===== src/rtl/angle_finder.sv =====
// angle_finder: sequential inverse sine/cosine. Binary-searches a 91-entry
// quarter-wave sine ROM for the smallest whole degree whose entry meets the input.
module angle_finder #(
  parameter int unsigned ITER = 7,
  parameter int unsigned FRAC = 16
) (
  input  logic        clk,
  input  logic        rst_n,
  input  logic        start,
  input  logic        op_selector,
  input  logic [31:0] value,
  output logic [31:0] angle,
  output logic        busy,
  output logic        done,
  output logic        out_of_range
);

  localparam int unsigned CNT_W   = $clog2(ITER + 1);
  localparam logic [31:0] ONE     = 32'd1 << FRAC;
  localparam logic [6:0]  MAX_DEG = 7'd90;

  // round(sin(d deg) * 65536); entry 31 is held at 33753.
  localparam logic [16:0] SIN_TBL [0:90] = '{
    17'd0,     17'd1144,  17'd2287,  17'd3430,  17'd4572,
    17'd5712,  17'd6850,  17'd7987,  17'd9121,  17'd10252,
    17'd11380, 17'd12505, 17'd13626, 17'd14742, 17'd15855,
    17'd16962, 17'd18064, 17'd19161, 17'd20252, 17'd21336,
    17'd22415, 17'd23486, 17'd24550, 17'd25607, 17'd26656,
    17'd27697, 17'd28729, 17'd29753, 17'd30767, 17'd31772,
    17'd32768, 17'd33753, 17'd34729, 17'd35693, 17'd36647,
    17'd37590, 17'd38521, 17'd39441, 17'd40348, 17'd41243,
    17'd42126, 17'd42995, 17'd43852, 17'd44695, 17'd45525,
    17'd46341, 17'd47143, 17'd47930, 17'd48703, 17'd49461,
    17'd50203, 17'd50931, 17'd51643, 17'd52339, 17'd53020,
    17'd53684, 17'd54332, 17'd54963, 17'd55578, 17'd56175,
    17'd56756, 17'd57319, 17'd57865, 17'd58393, 17'd58903,
    17'd59396, 17'd59870, 17'd60326, 17'd60764, 17'd61183,
    17'd61584, 17'd61966, 17'd62328, 17'd62672, 17'd62997,
    17'd63303, 17'd63589, 17'd63856, 17'd64104, 17'd64332,
    17'd64540, 17'd64729, 17'd64898, 17'd65048, 17'd65177,
    17'd65287, 17'd65376, 17'd65446, 17'd65496, 17'd65526,
    17'd65536
  };

  typedef enum logic {IDLE, SEARCH} state_t;

  state_t           state, state_nxt;
  logic [31:0]      v, v_nxt;
  logic             op, op_nxt;
  logic [6:0]       lo, lo_nxt, hi, hi_nxt;
  logic [CNT_W-1:0] cnt, cnt_nxt;
  logic [31:0]      angle_nxt;
  logic             oor_nxt, done_nxt;
  logic [7:0]       sum;
  logic [6:0]       mid, deg;

  assign busy = (state == SEARCH);

  always_comb begin
    // NOTE: every target gets a default first so no path through the case infers a latch.
    state_nxt = state;
    v_nxt     = v;
    op_nxt    = op;
    lo_nxt    = lo;
    hi_nxt    = hi;
    cnt_nxt   = cnt;
    angle_nxt = angle;
    oor_nxt   = out_of_range;
    done_nxt  = 1'b0;
    deg       = lo;
    sum       = {1'b0, lo} + {1'b0, hi};
    mid       = sum[7:1];

    case (state)
      IDLE: begin
        if (start) begin
          v_nxt     = value;
          op_nxt    = op_selector;
          lo_nxt    = 7'd0;
          hi_nxt    = MAX_DEG;
          cnt_nxt   = '0;
          state_nxt = SEARCH;
        end
      end
      SEARCH: begin
        // A converged window stays put for the remaining fixed iterations.
        if (lo != hi) begin
          if ({15'd0, SIN_TBL[mid]} >= v) hi_nxt = mid;
          else                            lo_nxt = mid + 7'd1;
        end
        cnt_nxt = cnt + CNT_W'(1);
        if (cnt == CNT_W'(ITER - 1)) begin
          state_nxt = IDLE;
          done_nxt  = 1'b1;
          oor_nxt   = (v > ONE);
          deg       = oor_nxt ? MAX_DEG : lo_nxt;
          angle_nxt = op ? 32'(MAX_DEG - deg) : 32'(deg);
        end
      end
      default: state_nxt = IDLE;
    endcase
  end

  // NOTE: sequential state uses non-blocking assignments so all registers update together.
  always_ff @(posedge clk or negedge rst_n) begin
    if (!rst_n) begin
      state        <= IDLE;
      v            <= '0;
      op           <= 1'b0;
      lo           <= '0;
      hi           <= '0;
      cnt          <= '0;
      angle        <= '0;
      out_of_range <= 1'b0;
      done         <= 1'b0;
    end else begin
      state        <= state_nxt;
      v            <= v_nxt;
      op           <= op_nxt;
      lo           <= lo_nxt;
      hi           <= hi_nxt;
      cnt          <= cnt_nxt;
      angle        <= angle_nxt;
      out_of_range <= oor_nxt;
      done         <= done_nxt;
    end
  end

endmodule


===== config.mk =====
export PLATFORM = sky130hd
export DESIGN_NAME = angle_finder
export DESIGN_NICKNAME = d
export VERILOG_FILES = /design/src/rtl/angle_finder.sv
export SDC_FILE = /design/constraint.sdc
export NUM_CORES = 1
export LEC_CHECK = 0
export BUFFER_PORTS_ARGS = -buffer_cell sky130_fd_sc_hd__buf_2
export CAP_MARGIN = 20
export CORE_MARGIN = 3
export CORE_UTILIZATION = 30
export CTS_CLUSTER_SIZE = 16
export DETAILED_ROUTE_END_ITERATION = 8
export PLACE_DENSITY = 0.57
export SLEW_MARGIN = 20
export SYNTH_ARGS = -nofsm -noshare
export SYNTH_HDL_FRONTEND = slang
export SYNTH_SLANG_ARGS = --single-unit

===== constraint.sdc =====
create_clock -name clk -period 5.5 [get_ports clk]
set_input_delay 0.55 -clock clk [delete_from_list [all_inputs] [get_ports clk]]
set_output_delay 0.55 -clock clk [all_outputs]
set_load 0.02 [all_outputs]

# Word level (Yosys, flattened, before mapping)
# Memory sizes are Yosys's and may differ from the RTL's.
# Cells that the tools add are included.
# totals
elab_cells,47
n_memories,1
mem_bits_ro,2176
inputBits,36
mem_bits_rw,0
output_inout_bits,35
latchBits,0
register_bits,85
# mem_list
name,depth,width,rd,rd_clocked_by_memory_dff,wr,line,source
(name not given),128,17,1,0,0,88,"if ({15'd0, SIN_TBL[mid]} >= v) hi_nxt = mid;"
# classes
shift,0
n_reduce_logical,3
n_eq_ne,5
addsub,4
n_mul,0
div_mod_pow,0
n_mux,20
bitwise_logic,2
magnitude_cmp,3
# ops
operator,n
$mux 7,8
$mux 17,2
$ge 17x32->1,1
$gt 32x17->1 const B,1
$mux 32,1
$pmux 7 s2,2
$add 7x7->8,1
$ge 8x8->1 const B,1
$not 7->8,1
$sub 7x7->8 const A,1
$add 7x1->7 const B,1
$ne 7x7->1,1
$pmux 3 s2,1
$mux 1,4
$ne 2x1->1 const B,2
$reduce_and 2->1,2
$add 3x1->3 const B,1
$eq 3x3->1 const B,1
$mux 3,1
$reduce_and 3->1,1
$ne 2x2->1 const B,1
$pmux 1 s2,1
$not 1->1,1

# Longest topological paths before layout
# depth
ltp_word,12
depth_mapped,28
depth_no_buf,25

# Worst setup path before layout
# OpenSTA, ideal clock, no wires.
# synth_path
path_type,register to register
start,register lo[0]
end,register angle[6]
path_stages_with_launch,28
setup_slack_ps,-169
setup_time_ps,128
t_arrival_ps,5541
required_ps,5372
synth_period_minus_slack_ps,5669
path_buffers,3
cell_sequence,dfrtp_1 ha_1 inv_1 fa_1 clkbuf_1 inv_1 ha_1 clkbuf_1 inv_1 ha_1 nor3_1 a211oi_1 o311ai_1 o41ai_1 ha_1 a21oi_1 o21ai_0 a221oi_1 a311oi_2 nor2_4 buf_4 mux2i_1 nor2_1 ha_1 inv_1 o2bb2ai_1 and4_4 o31ai_2
# synth_via
elab_chain_len,12
word_cells_on_any_way,14
cone_classes,add/sub: 3; order compare: 1; eq/ne: 1; mux: 7; bitwise: 1; memory: 1
# synth_lines
item,line,source
from (decl),50,"logic [6:0] lo, lo_nxt, hi, hi_nxt;"
from (signal assigned),120,lo <= lo_nxt;
$add 7x7->8,71,"sum = {1'b0, lo} + {1'b0, hi};"
$not 7->8 (not written as such),88,
$mem_v2 128x17,n/a,
$mux 17 (not written as such) (2 in a row),88,
$ge 17x32->1,88,
$mux 7,88,
$mux 7 (*),87,if (lo != hi) begin
$mux 7 (*),74,case (state)
$mux 7 (*),96,deg = oor_nxt ? MAX_DEG : lo_nxt;
$sub 7x7->8,97,angle_nxt = op ? 32'(MAX_DEG - deg) : 32'(deg);
$mux 32 (*),97,
to (signal assigned),123,angle <= angle_nxt;
to (decl),12,"output logic [31:0] angle,"
# Mark *: on every way between the ends. The rest lies on a longest branch, timed or not. The select of a mux whose other input is x is not followed.
# A chain may end at the register's enable or synchronous reset.

# Worst setup path after layout
# layout_path
start,register hi[0]
end,register angle[6]
# layout_via
elab_chain_len,12
word_cells_on_any_way,14
cone_classes,add/sub: 3; order compare: 1; eq/ne: 1; mux: 7; bitwise: 1; memory: 1
# layout_lines
item,line,source
from (decl),50,
from (signal assigned),121,hi <= hi_nxt;
$add 7x7->8,71,
$not 7->8 (not written as such),88,
$mem_v2 128x17,n/a,
$mux 17 (not written as such) (2 in a row),88,
$ge 17x32->1,88,
$mux 7,88,
$mux 7 (*),87,
$mux 7 (*),74,
$mux 7 (*),96,
$sub 7x7->8,97,
$mux 32 (*),97,
# Marks and branches as above.

==> reports/metrics.csv <==
stage,metric,value,unit
yosys,top cell type's share of synthesized area,26.68,%
sta,Final Cycle Share,96.95,%
cts,# H-tree levels,3,
run,Max Cap Viol,0,
yosys,mapped cell area,5720,um2
yosys,leading area contributor after synthesis,dfrtp_1,
finish,area of the multi-input gates,3921,um2
cts,worst skew pair latency,0.33,ns
cts,clock sinks,61,
critical_path,crit-path max cell delay,0.39,ns
global_route,number of global-route vias before repair,5584,
critical_path,worst-path maximum fanout,8,
critical_path,Worst EP required,5.74,ns
yosys,post-synthesis register bit count,61,
sta,Worst slew margin,48.46,%
place,Port-buffer cells,70,
drt,via count,6260,
global_route,total track usage,17.82,%
global_route,initial antenna violation count,0,
drt,DR WL/cell,17.47,um
critical_path,crit end category,flip-flop,
finish,Finished Layout Cells,1111,
drt,Iteration-0 DRC Markers,681,
place,DP Cell Count,1065,
cts,CTS Buffer Depth,2,
floorplan,core area,18330,um2
hold_path,Hold Path Class,in2async,
yosys,top-count cell post-synth,nand2_1,
finish,final design utilization,41.51,%
floorplan,die area,20760,um2
drt,DRC,0,
yosys,Mapped Cells,770,
drt,Vias/cell,5.635,
global_route,first-pass GRT wire length,29.66,mm
drt,DRT Pass-1 Iters,8,
floorplan,die width,144.1,um
critical_path,WP data arrival,5.57,ns
place,final HPWL from detailed placement,13.70,mm
sta,RSZ-0062 raised after global routing,yes,
cts,total CTS buffers,9,
yosys,post-synth cell types,68,
critical_path,startpoint types,flip-flop,
sta,# setup viols final,0,
cts,clk slew on worst S/H paths,0.06,ns
critical_path,slowest CP cell,dfrtp_1,
drt,antenna-violating nets left,0,
finish,share of cells above drive strength 1,29.48,%
yosys,Synth Flop Type,dfrtp_1,
finish,n_diodes,0,
finish,area grow syn2layout,33.03,%
floorplan,io pins,71,
run_status,status,"finished, final reports clean",
cts,TritonCTS clock tree,built,
finish,Register Area,1526,um2
sta,final hold violations,0,
cts,CTS Root Buffer Type,clkbuf_16,
yosys,commonest cells in the netlist,"150 x nand2_1, 62 x o21ai_0, 61 x dfrtp_1",
drt,drt total wl,19.41,mm
yosys,Async SR Flop Fraction,100.0,%
cts,Hold Buf Count CTS,0,
finish,Nets,959,
global_route,largest net degree at the start of global routing,62,
floorplan,Starting Density,31.21,%
global_route,gr ovfl total,0,
yosys,number of synthesized flops with an enable pin,0,
sta,Slew @ Worst Pin,0.7732,ns
floorplan,Std-Cell Rows,49,
sta,Max Slew Vio Count,0,
yosys,sequential share of the synthesized area,26.68,%
yosys,YS warnings,0,
yosys,Mapped Nets,852,
yosys,largest cells by area after synthesis,"dfrtp_1 27%, ha_1 9.8%, nand2_1 9.8%, o21ai_0 5.4%, a21oi_1 3.7%",
sta,clk_skew,0.006040,ns
sta,post-route minimum period,5.332,ns
yosys,Post-Syn Area per Cell,7.429,um2
floorplan,Die Y,144.1,um
critical_path,CP Class,reg2reg,
sta,fmax,0.1875,GHz
finish,Fillers,1823,
critical_path,cells on worst reg2reg path,27,
place,Final Wtd Congestion,0.9426,
repair_timing:
| item | in CTS | in global routing |
|---|---|---|
| buffers inserted | 2 | 25 |
| gates resized for setup | 6 | 66 |
| pin swaps | 1 | 39 |
| setup endpoints to repair | 2 | 8 |
| gates cloned | 0 | 4 |
final cells by class:
| cell class | instances | share of cell area, % |
|---|---|---|
| repair buffers | 181 | 18.27 |
| flip-flops and latches | 61 | 20.06 |
| inverters | 32 | 1.661 |
| multi-input cells | 592 | 51.53 |
| clock buffers | 11 | 3.321 |
| well taps | 229 | 3.765 |
| clock inverters | 5 | 1.398 |
sequential cells by signal (all words and copies together), names as in the netlist:
register	count
angle	8
busy	1
cnt	3
done	1
hi	7
lo	7
op	1
out_of_range	1
v	32
critical path, delay by kind of cell, from the launching register on:
family                     cells  cell delay [ns]
AOI/OAI and AO/OA              9             1.70
adders and majority gates      4             1.08
and+or+nand+nor                6             1.18
DFF                            1             0.39
xor gates and xnor gates       1             0.06
buffers and inverters          6             0.64
muxes                          1             0.18
cells in the final DEF (no fill, tap or decap), types with 7 or more instances in the layout:
| cell type | n |
|---|---|
| xnor2_1 | 9 |
| a31oi_1 | 7 |
| o211ai_1 | 21 |
| inv_1 | 27 |
| o22ai_1 | 7 |
| buf_12 | 11 |
| buf_4 | 91 |
| nor3_1 | 22 |
| o311ai_1 | 7 |
| clkbuf_16 | 12 |
| nor2_1 | 48 |
| dfrtp_1 | 61 |
| ha_1 | 41 |
| o21ai_1 | 15 |
| nand3_1 | 24 |
| nor4_1 | 8 |
| nand2_1 | 147 |
| buf_2 | 71 |
| a211oi_1 | 8 |
| o21ai_0 | 54 |
| a21oi_1 | 39 |
layer usage:
| metal | GRT usage [%] | up-vias | part of all wire (%) |
|---|---|---|---|
| li1 | - | 2965 | - |
| met1 | 24.85 | 2886 | 44 |
| met2 | 27.00 | 333 | 43 |
| met3 | 3.638 | 76 | 8.7 |
| met4 | 7.086 | 0 | 4.2 |
| met5 | 0 | - | 0 |
metrics by stage:
step           hold slack [ns]  setup slack [ns]  cell area (um2)  setup TNS, ns
5_1_grt                 0.4236          -0.06737             7610        -0.1680
6_report                0.3786            0.1678             7610              0
3_5_place_dp            0.4635         -0.009962             6690      -0.009962
2_1_floorplan           0.2544           0.05330             5724              0
3_3_place_gp            0.4547           0.06763             6690              0
4_1_cts                 0.4001           0.02070             7093              0
final timing paths:
path,startpoint,to,slack [ns]
hold reg to reg,out_of_range$_DFFE_PN0P_,out_of_range$_DFFE_PN0P_,0.47
setup / recovery,hi[0]$_DFFE_PN0P_,angle[6]$_DFFE_PN0P_,0.17
hold / removal,rst_n,done$_DFF_PN0_,0.38
min in group clk,value[24],v[24]$_DFFE_PN0P_,0.41
max in group asynchronous,rst_n,v[6]$_DFFE_PN0P_,4.61
setup reg to reg,hi[0]$_DFFE_PN0P_,angle[6]$_DFFE_PN0P_,0.17
cell families after synthesis:
family / synth area share (%)
xor+xnor: 2.122
simple gates: 22.05
flops: 26.68
buf+inv: 9.755
compound gates: 27.38
fa+ha+maj: 10.19
mux: 1.815
Power is left out: the tool's default activity adds up to more than one toggle a clock period on the data nets, which glitch-free logic cannot reach.
